==> config.mk <==
export PLATFORM = sky130hd
export DESIGN_NAME = dsp48a1_result_capture_flat
export DESIGN_NICKNAME = d
export VERILOG_FILES = /design/src/rtl/dsp48a1_pkg.sv /design/src/rtl/dsp48a1_result_capture_if.sv /design/src/rtl/sync_fifo_fwft.sv /design/src/rtl/dsp48a1_result_capture.sv /design/src/flat_wrapper.sv
export SDC_FILE = /design/constraint.sdc
export NUM_CORES = 1
export LEC_CHECK = 0
export BUFFER_PORTS_ARGS = -buffer_cell sky130_fd_sc_hd__buf_2
export CAP_MARGIN = 10
export CORE_MARGIN = 1.5
export CORE_UTILIZATION = 50
export DETAILED_ROUTE_END_ITERATION = 7
export GPL_TIMING_DRIVEN = 1
export MAX_ROUTING_LAYER = met4
export PLACE_DENSITY = 0.71
export SLEW_MARGIN = 10
export SYNTH_ARGS = -nofsm -noshare
export SYNTH_HDL_FRONTEND = slang
export SYNTH_SLANG_ARGS = --single-unit
export TNS_END_PERCENT = 30
==> constraint.sdc <==
create_clock -name clk -period 2.94 [get_ports clk]
set_input_delay 0.294 -clock clk [delete_from_list [all_inputs] [get_ports clk]]
set_output_delay 0.294 -clock clk [all_outputs]
set_load 0.01 [all_outputs]
==> src/rtl/dsp48a1_pkg.sv <==
// Shared constants and helpers for the DSP48A1 pipeline and its result-capture companion.
package dsp48a1_pkg;

  localparam int P_WIDTH = 48;

  localparam string RSTTYPE_SYNC  = "SYNC";
  localparam string RSTTYPE_ASYNC = "ASYNC";

  // Operand path is the slower of the A and B register chains.
  function automatic int calc_latency(input int a0, input int a1, input int b0,
                                      input int b1, input int m, input int p);
    int a_lat;
    int b_lat;
    a_lat = a0 + a1;
    b_lat = b0 + b1;
    return ((a_lat > b_lat) ? a_lat : b_lat) + m + p;
  endfunction

endpackage

==> src/rtl/dsp48a1_result_capture_if.sv <==
// Issue side (ce/in_valid/P/CARRYOUT) and result side (valid/ready FIFO head) of the capture block.
interface dsp48a1_result_capture_if #(
  parameter int WIDTH = 48,
  parameter int DEPTH = 4
);
  localparam int CW = $clog2(DEPTH + 1);

  logic             ce;
  logic             in_valid;
  logic [WIDTH-1:0] p_in;
  logic             carry_in;
  logic             ovf_clr;
  logic             out_valid;
  logic             out_ready;
  logic [WIDTH:0]   out_data;
  logic [CW-1:0]    count;
  logic             full;
  logic             empty;
  logic             overflow;

  modport slave (
    input  ce, in_valid, p_in, carry_in, ovf_clr, out_ready,
    output out_valid, out_data, count, full, empty, overflow
  );

  modport master (
    output ce, in_valid, p_in, carry_in, ovf_clr, out_ready,
    input  out_valid, out_data, count, full, empty, overflow
  );
endinterface

==> src/rtl/sync_fifo_fwft.sv <==
// First-word-fall-through FIFO; head is read combinationally from storage.
module sync_fifo_fwft #(
  parameter int WIDTH = 49,
  parameter int DEPTH = 4
) (
  input  logic                       clk,
  input  logic                       rst_n,
  input  logic                       i_push,
  input  logic [WIDTH-1:0]           i_data,
  input  logic                       i_pop,
  output logic [WIDTH-1:0]           o_data,
  output logic [$clog2(DEPTH+1)-1:0] o_count,
  output logic                       o_full,
  output logic                       o_empty
);
  localparam int AW = $clog2(DEPTH);
  localparam int CW = $clog2(DEPTH + 1);

  logic [WIDTH-1:0] r_mem [DEPTH];
  logic [AW-1:0]    r_wr_ptr;
  logic [AW-1:0]    r_rd_ptr;
  logic [CW-1:0]    r_count;
  logic             w_pop;
  logic             w_push;

  assign o_full  = (r_count == CW'(DEPTH));
  assign o_empty = (r_count == '0);
  assign o_count = r_count;
  assign o_data  = r_mem[r_rd_ptr];

  // A full FIFO still accepts a write when the head leaves in the same cycle.
  assign w_pop  = i_pop & ~o_empty;
  assign w_push = i_push & (~o_full | w_pop);

  // NOTE: storage carries no reset; empty/count already mask stale entries.
  always_ff @(posedge clk) begin
    if (w_push) r_mem[r_wr_ptr] <= i_data;
  end

  // NOTE: sequential state uses <= so every register samples pre-edge values.
  always_ff @(posedge clk) begin
    if (!rst_n) begin
      r_wr_ptr <= '0;
      r_rd_ptr <= '0;
      r_count  <= '0;
    end else begin
      if (w_push) r_wr_ptr <= r_wr_ptr + 1'b1;
      if (w_pop)  r_rd_ptr <= r_rd_ptr + 1'b1;
      case ({w_push, w_pop})
        2'b10:   r_count <= r_count + 1'b1;
        2'b01:   r_count <= r_count - 1'b1;
        default: r_count <= r_count;
      endcase
    end
  end
endmodule

==> src/rtl/dsp48a1_result_capture.sv <==
// Tracks issued DSP48A1 operations to their result cycle and buffers {CARRYOUT, P} for the consumer.
module dsp48a1_result_capture
  import dsp48a1_pkg::*;
#(
  parameter int WIDTH = P_WIDTH,
  parameter int A0REG = 0,
  parameter int A1REG = 1,
  parameter int B0REG = 0,
  parameter int B1REG = 1,
  parameter int MREG  = 1,
  parameter int PREG  = 1,
  parameter int DEPTH = 4
) (
  input  logic                     clk,
  input  logic                     rst_n,
  dsp48a1_result_capture_if.slave  bus
);
  localparam int L = calc_latency(A0REG, A1REG, B0REG, B1REG, MREG, PREG);

  logic w_arrive;
  logic w_full;
  logic w_empty;
  logic w_pop;
  logic w_drop;
  logic r_overflow;

  if (L == 0) begin : g_lat0
    assign w_arrive = bus.ce & bus.in_valid;
  end else if (L == 1) begin : g_lat1
    logic r_arrive;
    always_ff @(posedge clk) begin
      if (!rst_n) r_arrive <= 1'b0;
      else        r_arrive <= bus.ce & bus.in_valid;
    end
    assign w_arrive = r_arrive;
  end else begin : g_latn
    logic [L-2:0] r_vld;
    logic         r_arrive;
    // Inner stages hold through a stall; the final stage pulses so a stalled result is taken once.
    always_ff @(posedge clk) begin
      if (!rst_n) begin
        r_vld    <= '0;
        r_arrive <= 1'b0;
      end else begin
        if (bus.ce) begin
          r_vld[0] <= bus.in_valid;
          for (int i = 1; i < L - 1; i++) r_vld[i] <= r_vld[i-1];
        end
        r_arrive <= bus.ce & r_vld[L-2];
      end
    end
    assign w_arrive = r_arrive;
  end

  assign w_pop  = bus.out_ready & ~w_empty;
  assign w_drop = w_arrive & w_full & ~w_pop;

  sync_fifo_fwft #(
    .WIDTH (WIDTH + 1),
    .DEPTH (DEPTH)
  ) u_fifo (
    .clk     (clk),
    .rst_n   (rst_n),
    .i_push  (w_arrive),
    .i_data  ({bus.carry_in, bus.p_in}),
    .i_pop   (bus.out_ready),
    .o_data  (bus.out_data),
    .o_count (bus.count),
    .o_full  (w_full),
    .o_empty (w_empty)
  );

  // A drop in the same cycle as a clear keeps the flag set.
  always_ff @(posedge clk) begin
    if (!rst_n)       r_overflow <= 1'b0;
    else if (w_drop)  r_overflow <= 1'b1;
    else if (bus.ovf_clr) r_overflow <= 1'b0;
  end

  assign bus.out_valid = ~w_empty;
  assign bus.empty     = w_empty;
  assign bus.full      = w_full;
  assign bus.overflow  = r_overflow;
endmodule

==> src/flat_wrapper.sv <==
// flat-port wrapper written by rule: the top's interface ports become plain ports
module dsp48a1_result_capture_flat import dsp48a1_pkg::*;
#(
  parameter int WIDTH = P_WIDTH,
  parameter int A0REG = 0,
  parameter int A1REG = 1,
  parameter int B0REG = 0,
  parameter int B1REG = 1,
  parameter int MREG  = 1,
  parameter int PREG  = 1,
  parameter int DEPTH = 4
)
  (clk, rst_n, bus_ce, bus_in_valid, bus_p_in, bus_carry_in, bus_ovf_clr, bus_out_ready, bus_out_valid, bus_out_data, bus_count, bus_full, bus_empty, bus_overflow);
  dsp48a1_result_capture_if #(.WIDTH(WIDTH), .DEPTH(DEPTH)) bus_i ();
  input  logic clk;
  input  logic rst_n;
  input wire logic [$bits(bus_i.ce)-1:0] bus_ce;
  input wire logic [$bits(bus_i.in_valid)-1:0] bus_in_valid;
  input wire logic [$bits(bus_i.p_in)-1:0] bus_p_in;
  input wire logic [$bits(bus_i.carry_in)-1:0] bus_carry_in;
  input wire logic [$bits(bus_i.ovf_clr)-1:0] bus_ovf_clr;
  input wire logic [$bits(bus_i.out_ready)-1:0] bus_out_ready;
  output wire logic [$bits(bus_i.out_valid)-1:0] bus_out_valid;
  output wire logic [$bits(bus_i.out_data)-1:0] bus_out_data;
  output wire logic [$bits(bus_i.count)-1:0] bus_count;
  output wire logic [$bits(bus_i.full)-1:0] bus_full;
  output wire logic [$bits(bus_i.empty)-1:0] bus_empty;
  output wire logic [$bits(bus_i.overflow)-1:0] bus_overflow;
  assign bus_i.ce = bus_ce;
  assign bus_i.in_valid = bus_in_valid;
  assign bus_i.p_in = bus_p_in;
  assign bus_i.carry_in = bus_carry_in;
  assign bus_i.ovf_clr = bus_ovf_clr;
  assign bus_i.out_ready = bus_out_ready;
  assign bus_out_valid = bus_i.out_valid;
  assign bus_out_data = bus_i.out_data;
  assign bus_count = bus_i.count;
  assign bus_full = bus_i.full;
  assign bus_empty = bus_i.empty;
  assign bus_overflow = bus_i.overflow;
  dsp48a1_result_capture #(.WIDTH(WIDTH), .A0REG(A0REG), .A1REG(A1REG), .B0REG(B0REG), .B1REG(B1REG), .MREG(MREG), .PREG(PREG), .DEPTH(DEPTH)) u_core (.clk(clk), .rst_n(rst_n), .bus(bus_i));
endmodule
======== After elaboration in Yosys (flattened, before gate mapping) ========
Memory sizes are Yosys's and may differ from the RTL's. A register that Yosys moved wholly into a read port is not among the register bits.
Index checks and enable logic that the tools add are counted.
cells by class
  mux-type cells .......................... 7
  bitwise gates (word level) .............. 9
  reduce and logical (&&, ||, !) cells .... 3
  equal/unequal tests ..................... 3
  $add $sub $neg .......................... 4
operator list
  cell                 number
  $pmux 3 s2           1
  $and 1x1->1          5
  $add 2x1->2 const B  2
  $mux 1               4
  $mux 2               2
  $reduce_bool 2->1    2
  $add 3x1->3 const B  1
  $eq 3x3->1 const B   1
  $logic_not 3->1      1
  $not 1->1            3
  $sub 3x1->3 const B  1
  $eq 2x1->1 const B   1
  $eq 2x2->1 const B   1
  $or 1x1->1           1
word-level totals
  output and inout port bits .............. 56
  register bits ........................... 11
  memories ................................ 1
  input bits .............................. 55
  bits in writable memories ............... 196
memories
  name                 depth  width  rd ports  clocked after memory_dff  write ports  line                  RTL
  u_core.u_fifo.r_mem  4      49     1         1                         1            sync_fifo_fwft.sv:19  logic [WIDTH-1:0] r_mem [DEPTH];

======== Longest topological paths before layout ========
Gate-level depths: netlist of run 1.
  depth in word-level cells ............... 7
  mapped depth ............................ 6
  depth with buffers taken out ............ 6

======== Hierarchy ========
A second synthesis of run 1 with hierarchy kept.
unflattened totals
  cell total of the unflattened synthesis .. 330
  area, all modules ....................... 7,748.7 um2
modules (own cells, without submodules)
  module                  sequential area each (um2)  cells an instance  area each (um2)  times used
  sync_fifo_fwft          6,065.8                     316                7,602.3          1
  dsp48a1_result_capture  80.1                        14                 146.4            1

======== Least setup slack after synthesis of run 1 ========
OpenSTA, ideal clock, no wires.
  path type ............................... register to register
  start ................................... register u_core.u_fifo.r_count[2], in the netlist u_core.u_fifo.o_count[2]
  end ..................................... memory u_core.u_fifo.r_mem[0][0], enable pin
  period minus slack after synthesis ...... 2,373 ps
  library setup time ...................... 412 ps
  stages on the path, launching flop included .. 4
  data required time ...................... 2,528 ps
  data arrival time ....................... 1,961 ps
  path slack .............................. 567 ps
  path buffers ............................ 0
  cells stage by stage .................... dfxtp_1 > or3b_4 > o21a_4 > and2_1
on the way
  word-level cells in the longest chain between the ends .. 7
ends and longest elaborated chain
  element                           line                  RTL
  from (decl)                       sync_fifo_fwft.sv:22  logic [CW-1:0] r_count;
  from (signal assigned)            sync_fifo_fwft.sv:50  2'b10: r_count <= r_count + 1'b1;
  from (signal assigned)            sync_fifo_fwft.sv:51  2'b01: r_count <= r_count - 1'b1;
  from (signal assigned)            sync_fifo_fwft.sv:52  default: r_count <= r_count;
  $logic_not 3->1                   sync_fifo_fwft.sv:27  assign o_empty = (r_count == '0);
  $not 1->1                         sync_fifo_fwft.sv:32  assign w_pop = i_pop & ~o_empty;
  $and 1x1->1                       sync_fifo_fwft.sv:32
  $or 1x1->1 (*)                    sync_fifo_fwft.sv:33  assign w_push = i_push & (~o_full | w_pop);
  $and 1x1->1 (*)                   sync_fifo_fwft.sv:33
  $mux 1 (*)                        sync_fifo_fwft.sv:37  if (w_push) r_mem[r_wr_ptr] <= i_data;
  $mux 1 (implied by the code) (*)  sync_fifo_fwft.sv:37
  to (decl)                         sync_fifo_fwft.sv:19
Every way passes the cells marked *; elsewhere a longest branch is shown, timed or not.

==> flow_metrics.env, run 1 <==
export IMPL_run_status="completed"
export IMPL_rr_endpoint="u_core.u_fifo.r_mem[0][33]"
export IMPL_powerDensity_nw_per_um2=641
export IMPL_worst_setup_path_end_kind="output port"
export IMPL_timing_worst_slew_pin_value_ns=0.923
export IMPL_netlist_area_um2=7730
export IMPL_timing_critical_path_required_ns=2.65
export IMPL_antenna_found_initial=1
export IMPL_num_vias=3615
export IMPL_path_buf_inv=2
export IMPL_die_footprint_um2=16200
export IMPL_clockRootBuffer="clkbuf_16"
export IMPL_drt_iter0_drc=186
export IMPL_crit_slowest_cell="mux4_2"
export IMPL_seq_power_share=0.551
export IMPL_hold_slack_ns=0.0271
export IMPL_post_cts_resize_count=0
export IMPL_worst_path_max_fanout=36
export IMPL_fin_nets=515
export IMPL_critPathMaxStageDelay_ns=0.59
export IMPL_max_cap_violations=0
export IMPL_rows=45
export IMPL_crit_reg2reg_launch="u_core.u_fifo.o_count[2]"
export IMPL_startpoint_type="flop"
export IMPL_worst_endpoint_arrival_ns=2.12
export IMPL_class_of_the_worst_hold_path="input pin to flop"
export IMPL_die_w_um=127
export IMPL_cp_num_cells=3
export IMPL_cts_hold_buffers_added=0
export IMPL_worst_setup_path_type="flop to output port"
export IMPL_post_synth_inst_count=329
export IMPL_gr_usage_all_layers=0.173
export IMPL_ys_warnings_count=0
export IMPL_synthesis_area_per_instance_um2=23.5
export IMPL_worst_path_dominant_cell_family="multiplexers"
export IMPL_totalWireLength_um=13300
export IMPL_clock_power_share=0.428
export IMPL_synth_seq_area_share=0.795
export IMPL_cts_post_setup_buffers_inserted=0
export IMPL_vdd_ir_drop_max_v=0.000383
export IMPL_synth_enable_flop_cells=196
export IMPL_areaGrowthSynthToFinish_pct=19.4
export IMPL_detail_route_wl_per_cell_um=20.2
export IMPL_ys_top_cells_by_area="edfxtp_1, mux4_2, dfxtp_1"
export IMPL_setup_slack_ns=0.528
export IMPL_finalHoldViolCount=0
export IMPL_placement_io_buffers=110
export IMPL_global_route_wire_length_before_repair_um=20400
export IMPL_die_height_um=127
export IMPL_power_frac_comb=0.021
export IMPL_synth_seq_cells=209
export IMPL_rsz0062_at_grt="false"
export IMPL_finalSetupViolations=0
export IMPL_core_area_um2=15100
export IMPL_grt_overflow_total=0
export IMPL_fin_crit_sh=0.821
export IMPL_cts_reportedPaths_clkPinSlew_ns=0.06
export IMPL_ioPinCount=111
export IMPL_multi_input_area_um2=1500
export IMPL_vias_per_cell=5.49
export IMPL_standby_leakage_power_nw=3.09
export IMPL_post_route_drc_count=0
export IMPL_finClkSkew_ns=0.00612
export IMPL_p_int_w=0.00481
export IMPL_report_final_slew_viol_count=0
export IMPL_regToRegSetupSlack_ns=0.79
export IMPL_starting_density_of_the_core=0.510
export IMPL_final_layout_size_suffix_gt1_frac=0.439
export IMPL_worst_setup_slack_after_placement_ns=0.781
export IMPL_detailedRoute_firstPassIterationCount=4
export IMPL_tritoncts="built"
export IMPL_final_setup_tns_ns=0
export IMPL_hpwlAfterDp_um=8280
export IMPL_yosys_cell_types_count=34
export IMPL_post_syn_nets=389
export IMPL_clock_insertion_delay_worst_skew_ns=0.48
export IMPL_regArea_um2=6150
export IMPL_layout_cell_area_non_filler_um2=9230
export IMPL_synth_top_area_share=0.761
export IMPL_layout_min_cycle_time_ns=2.41
export IMPL_async_set_or_reset_register_ratio_after_synthesis=0
export IMPL_grt_max_degree=37
export IMPL_via_count_of_the_first_global_routing_pass=3686
export IMPL_yosysTopAreaCell="edfxtp_1"
export IMPL_route_antenna_remaining_nets=0
export IMPL_cp_endpoint="bus_out_data[16]"
export IMPL_clock_sinks=209
export IMPL_power_share_switching=0.187
export IMPL_number_of_cts_inserted_buffers=21
export IMPL_synth_top_flop_cell="edfxtp_1"
export IMPL_netSwitchingPower_w=0.00111
export IMPL_replace_congestion=0.779
export IMPL_placement_cell_area_um2=8560
export IMPL_r2r_cells=4
export IMPL_cts_buffer_depth=3
export IMPL_fmaxAchievable_mhz=415
export IMPL_h_tree_depth=1
export IMPL_nFillCells=1038
export IMPL_cells_traversed_along_the_worst_timing_path="buf_12, mux4_2, buf_2"
export IMPL_maxSlewHeadroom=0.385
area by class of cell:
class / instances / area share
Multi-Input combinational cell: 101 / 0.163
Sequential cell: 209 / 0.667
Antenna cell: 1 / 0.000271
Tap cell: 188 / 0.0255
Inverter: 6 / 0.00244
Clock inverter: 8 / 0.00908
Timing Repair Buffer: 116 / 0.0700
Clock buffer: 29 / 0.0635
kinds of logic after synthesis:
logic type / after synthesis / synth area share
adders and majority gates: 5 / 0.00906
DFF: 209 / 0.795
muxes: 52 / 0.147
xor gates and xnor gates: 5 / 0.00567
AOI/OAI and AO/OA: 11 / 0.0115
and+or+nand+nor: 28 / 0.0207
buffers and inverters: 19 / 0.0115
synth_stat cells (2+ instances only):
| cell | count |
|---|---|
| edfxtp_1 | 196 |
| mux4_2 | 49 |
| dfxtp_1 | 13 |
| and2_1 | 9 |
| inv_1 | 6 |
| nand2_1 | 6 |
| buf_2 | 5 |
| clkbuf_1 | 5 |
| ha_1 | 4 |
| mux2i_1 | 3 |
| nor2_1 | 3 |
| nor2b_1 | 3 |
| xor2_1 | 3 |
| nand2b_1 | 2 |
| o21a_1 | 2 |
| xnor2_1 | 2 |
power by group through the flow:
stage               clock, W  combinational, W  sequential (W)
floorplan                  0         0.0000446         0.00332
global placement           0          0.000120         0.00332
detailed placement         0          0.000127         0.00333
CTS                  0.00259          0.000127         0.00326
global route         0.00271          0.000138         0.00326
finish               0.00253          0.000126         0.00326
worst min-delay path by stage:
stage,startpoint,end,slack [ns],depth (start not counted)
final,bus_p_in[13],u_core.u_fifo.r_mem[0][13],0.03,1
after global routing,bus_p_in[29],u_core.u_fifo.r_mem[0][29],0.01,1
after CTS,bus_p_in[13],u_core.u_fifo.r_mem[1][13],0.006,1
after detailed placement,u_core.g_latn.r_vld[1],u_core.g_latn.r_arrive,0.48,1
after global placement,u_core.g_latn.r_vld[1],u_core.g_latn.r_arrive,0.47,1
after floorplan,bus_p_in[0],u_core.u_fifo.r_mem[0][0],0.39,0
per-layer routing:
metal  GRT usage  vias up  routed length (um)
li1            -     1616                   -
met1       0.239     1867                5760
met2       0.262      111                6480
met3      0.0415       21                 779
met4      0.0501        0                 246
met5           -        -                   0
sequential cells by signal, indices dropped and copies added, names as in the netlist, named ones only:
register / count
u_core.g_latn.r_vld: 2
u_core.g_latn.r_arrive: 1
u_core.u_fifo.r_mem: 196
u_core.u_fifo.r_rd_ptr: 2
u_core.u_fifo.o_count: 3
u_core.bus.overflow: 1
u_core.u_fifo.r_wr_ptr: 2
layout by cell type, fill, tap and decap left out, types with 2 or more instances in the layout:
cell type | netlist | layout
nor2b_1 | 3 | 3
clkinv_2 | 0 | 2
clkbuf_16 | 0 | 21
nand2b_1 | 2 | 2
dfxtp_1 | 13 | 11
mux4_2 | 49 | 49
clkbuf_1 | 5 | 5
buf_12 | 0 | 4
ha_1 | 4 | 4
xor2_1 | 3 | 3
and2_1 | 9 | 5
edfxtp_1 | 196 | 196
clkbuf_8 | 0 | 3
nor2_1 | 3 | 3
buf_2 | 5 | 110
inv_1 | 6 | 6
mux2i_1 | 3 | 3
clkinvlp_4 | 0 | 2
buf_4 | 1 | 2
nand2_1 | 6 | 6
o21a_1 | 2 | 2
and2_2 | 0 | 4
xnor2_1 | 2 | 2
worst register-to-register path, stage by stage (launching register included):
cell,delay (ns)
dfxtp_1,0.42
or3b_4,0.44
o21a_4,0.23
and2_2,0.49
buf_12,0.32
per-stage QoR:
step	total power [W]	cells	utilization
2_1_floorplan	0.00337	329	-
6_report	0.00592	658	0.609
3_3_place_gp	0.00344	620	0.565
3_5_place_dp	0.00345	620	0.565
5_1_grt	0.00610	658	0.609
4_1_cts	0.00598	657	0.609
No activity file was read; power rests on OpenSTA's default activity.
==> run 2, diff against run 1 <==
==> constraint.sdc (replaced) <==
create_clock -name clk -period 2.39 [get_ports clk]
set_input_delay 0.239 -clock clk [delete_from_list [all_inputs] [get_ports clk]]
set_output_delay 0.239 -clock clk [all_outputs]
set_load 0.01 [all_outputs]
==> run 2 against run 1 <==
  * Critical path depth stayed put
  * Total power grew 21%
  * Critical path type unchanged
  * Global-route usage up 0.65 points
  * Sequential power rose by 23%
==> flow_metrics.env, run 2 (synthesis results as in run 1) <==
export IMPL_totalWireLength_um=14000
export IMPL_worst_path_max_fanout=20
export IMPL_antenna_found_initial=0
export IMPL_multi_input_area_um2=1500
export IMPL_worst_setup_path_type="flop to output port"
export IMPL_core_area_um2=15100
export IMPL_worst_endpoint_arrival_ns=1.99
export IMPL_path_buf_inv=2
export IMPL_tritoncts="built"
export IMPL_run_status="completed"
export IMPL_drt_iter0_drc=306
export IMPL_cts_buffer_depth=3
export IMPL_standby_leakage_power_nw=3.30
export IMPL_finClkSkew_ns=0.0131
export IMPL_largest_register="u_core.u_fifo.r_mem"
export IMPL_starting_density_of_the_core=0.510
export IMPL_crit_slowest_cell="mux4_2"
export IMPL_cts_reportedPaths_clkPinSlew_ns=0.06
export IMPL_largest_register_ff_count=196
export IMPL_post_cts_resize_count=0
export IMPL_placement_cell_area_um2=8590
export IMPL_worst_setup_slack_after_placement_ns=0.311
export IMPL_vdd_ir_drop_max_v=0.000526
export IMPL_worst_path_dominant_cell_family="multiplexers"
export IMPL_final_layout_size_suffix_gt1_frac=0.390
export IMPL_die_footprint_um2=16200
export IMPL_maxSlewHeadroom=0.638
export IMPL_regArea_um2=6150
export IMPL_antenna_cells=0
export IMPL_finalCoreUtilization=0.640
export IMPL_timing_worst_slew_pin_value_ns=0.543
export IMPL_layout_cells_most_common_list="edfxtp_1, buf_2, mux4_2, dlygate4sd3_1, clkbuf_16"
export IMPL_placement_io_buffers=110
export IMPL_layout_commonest_cell="edfxtp_1"
export IMPL_max_cap_violations=0
export IMPL_timing_critical_path_required_ns=2.15
export IMPL_replace_congestion=0.753
export IMPL_fin_crit_sh=0.931
export IMPL_clock_sinks=209
export IMPL_die_height_um=127
export IMPL_report_final_slew_viol_count=0
export IMPL_class_of_the_worst_hold_path="input pin to flop"
export IMPL_startpoint_type="flop"
export IMPL_cells_traversed_along_the_worst_timing_path="buf_12, mux4_2, buf_2"
export IMPL_number_of_cts_inserted_buffers=21
export IMPL_worst_setup_path_end_kind="output port"
export IMPL_post_route_drc_count=0
export IMPL_grt_max_degree=50
export IMPL_layout_min_cycle_time_ns=2.23
export IMPL_critPathMaxStageDelay_ns=0.55
export IMPL_detailedRoute_firstPassIterationCount=6
export IMPL_fin_nets=569
export IMPL_via_count_of_the_first_global_routing_pass=3999
export IMPL_clockRootBuffer="clkbuf_16"
export IMPL_rsz0062_at_grt="false"
export IMPL_fmaxAchievable_mhz=449
export IMPL_h_tree_depth=1
export IMPL_powerDensity_nw_per_um2=740
export IMPL_ioPinCount=111
export IMPL_vias_per_cell=5.37
export IMPL_finalSetupViolations=0
export IMPL_num_vias=3810
export IMPL_nFillCells=1019
export IMPL_layout_cell_area_non_filler_um2=9690
export IMPL_finalHoldViolCount=0
export IMPL_clock_insertion_delay_worst_skew_ns=0.48
export IMPL_final_setup_tns_ns=0
export IMPL_rows=45
export IMPL_route_antenna_remaining_nets=0
export IMPL_grt_overflow_total=0
export IMPL_areaGrowthSynthToFinish_pct=25.3
export IMPL_setup_slack_ns=0.164
export IMPL_gr_usage_all_layers=0.180
export IMPL_global_route_wire_length_before_repair_um=21700
export IMPL_detail_route_wl_per_cell_um=19.7
export IMPL_hpwlAfterDp_um=8500
export IMPL_die_w_um=127
## run 2: final timing paths
| check | start | end | slack, ns | cells after the start |
|---|---|---|---|---|
| worst max register to register | u_core.u_fifo.o_count[2] | u_core.u_fifo.r_mem[2][31] | 0.31 | 4 |
| worst min-delay path | bus_in_valid | u_core.g_latn.r_vld[0] | 0.01 | 3 |
| worst min register to register | u_core.g_latn.r_vld[1] | u_core.g_latn.r_arrive | 0.49 | 1 |
| worst max-delay path | flop | bus_out_data[41] | 0.16 | 3 |
## run 2: what timing repair did
action / 4_1_cts / 5_1_grt
buffers inserted: 0 / 0
hold endpoints to repair: 196 / 0
hold buffers: 49 / 0
endpoints found under the setup margin: 0 / 0
## run 2: final cells by class
type	count	share of cell area
sequential	209	0.635
timing repair buffer	170	0.121
multi-input combinational	101	0.155
clock inverter	7	0.00568
tap	188	0.0243
inverter	6	0.00232
clock buffer	28	0.0569
## run 2: per-stage QoR
| step | hold WS [ns] | std cells | total power (W) |
|---|---|---|---|
| 2_1_floorplan | 0.338 | 329 | 0.00414 |
| 3_3_place_gp | 0.450 | 625 | 0.00424 |
| 3_5_place_dp | 0.456 | 625 | 0.00425 |
| 4_1_cts | 0.00644 | 709 | 0.00724 |
| 5_1_grt | 0.0459 | 709 | 0.00740 |
| 6_report | 0.0149 | 709 | 0.00717 |
## run 2: worst reg2reg max path, delay by kind of cell (launching register included)
family	cells	cell delay (ns)
AO/OA/AOI/OAI	1	0.23
AND/OR/NAND/NOR	2	0.83
flip-flops	1	0.44
buffers and inverters	1	0.31
## run 2: layer usage
| metal | GRT usage | part of all wire | vias up |
|---|---|---|---|
| met5 | - | 0 | - |
| met3 | 0.0394 | 0.063 | 20 |
| met4 | 0.0521 | 0.018 | 0 |
| met1 | 0.231 | 0.43 | 1940 |
| li1 | - | - | 1718 |
| met2 | 0.292 | 0.49 | 132 |
## run 2: power by group
group	switching [W]	total (W)	internal (W)	leakage (nW)
Combinational	0.0000991	0.000223	0.000124	1.13
Clock	0.00122	0.00294	0.00172	0.295
Sequential	0.00000621	0.00401	0.00401	1.87
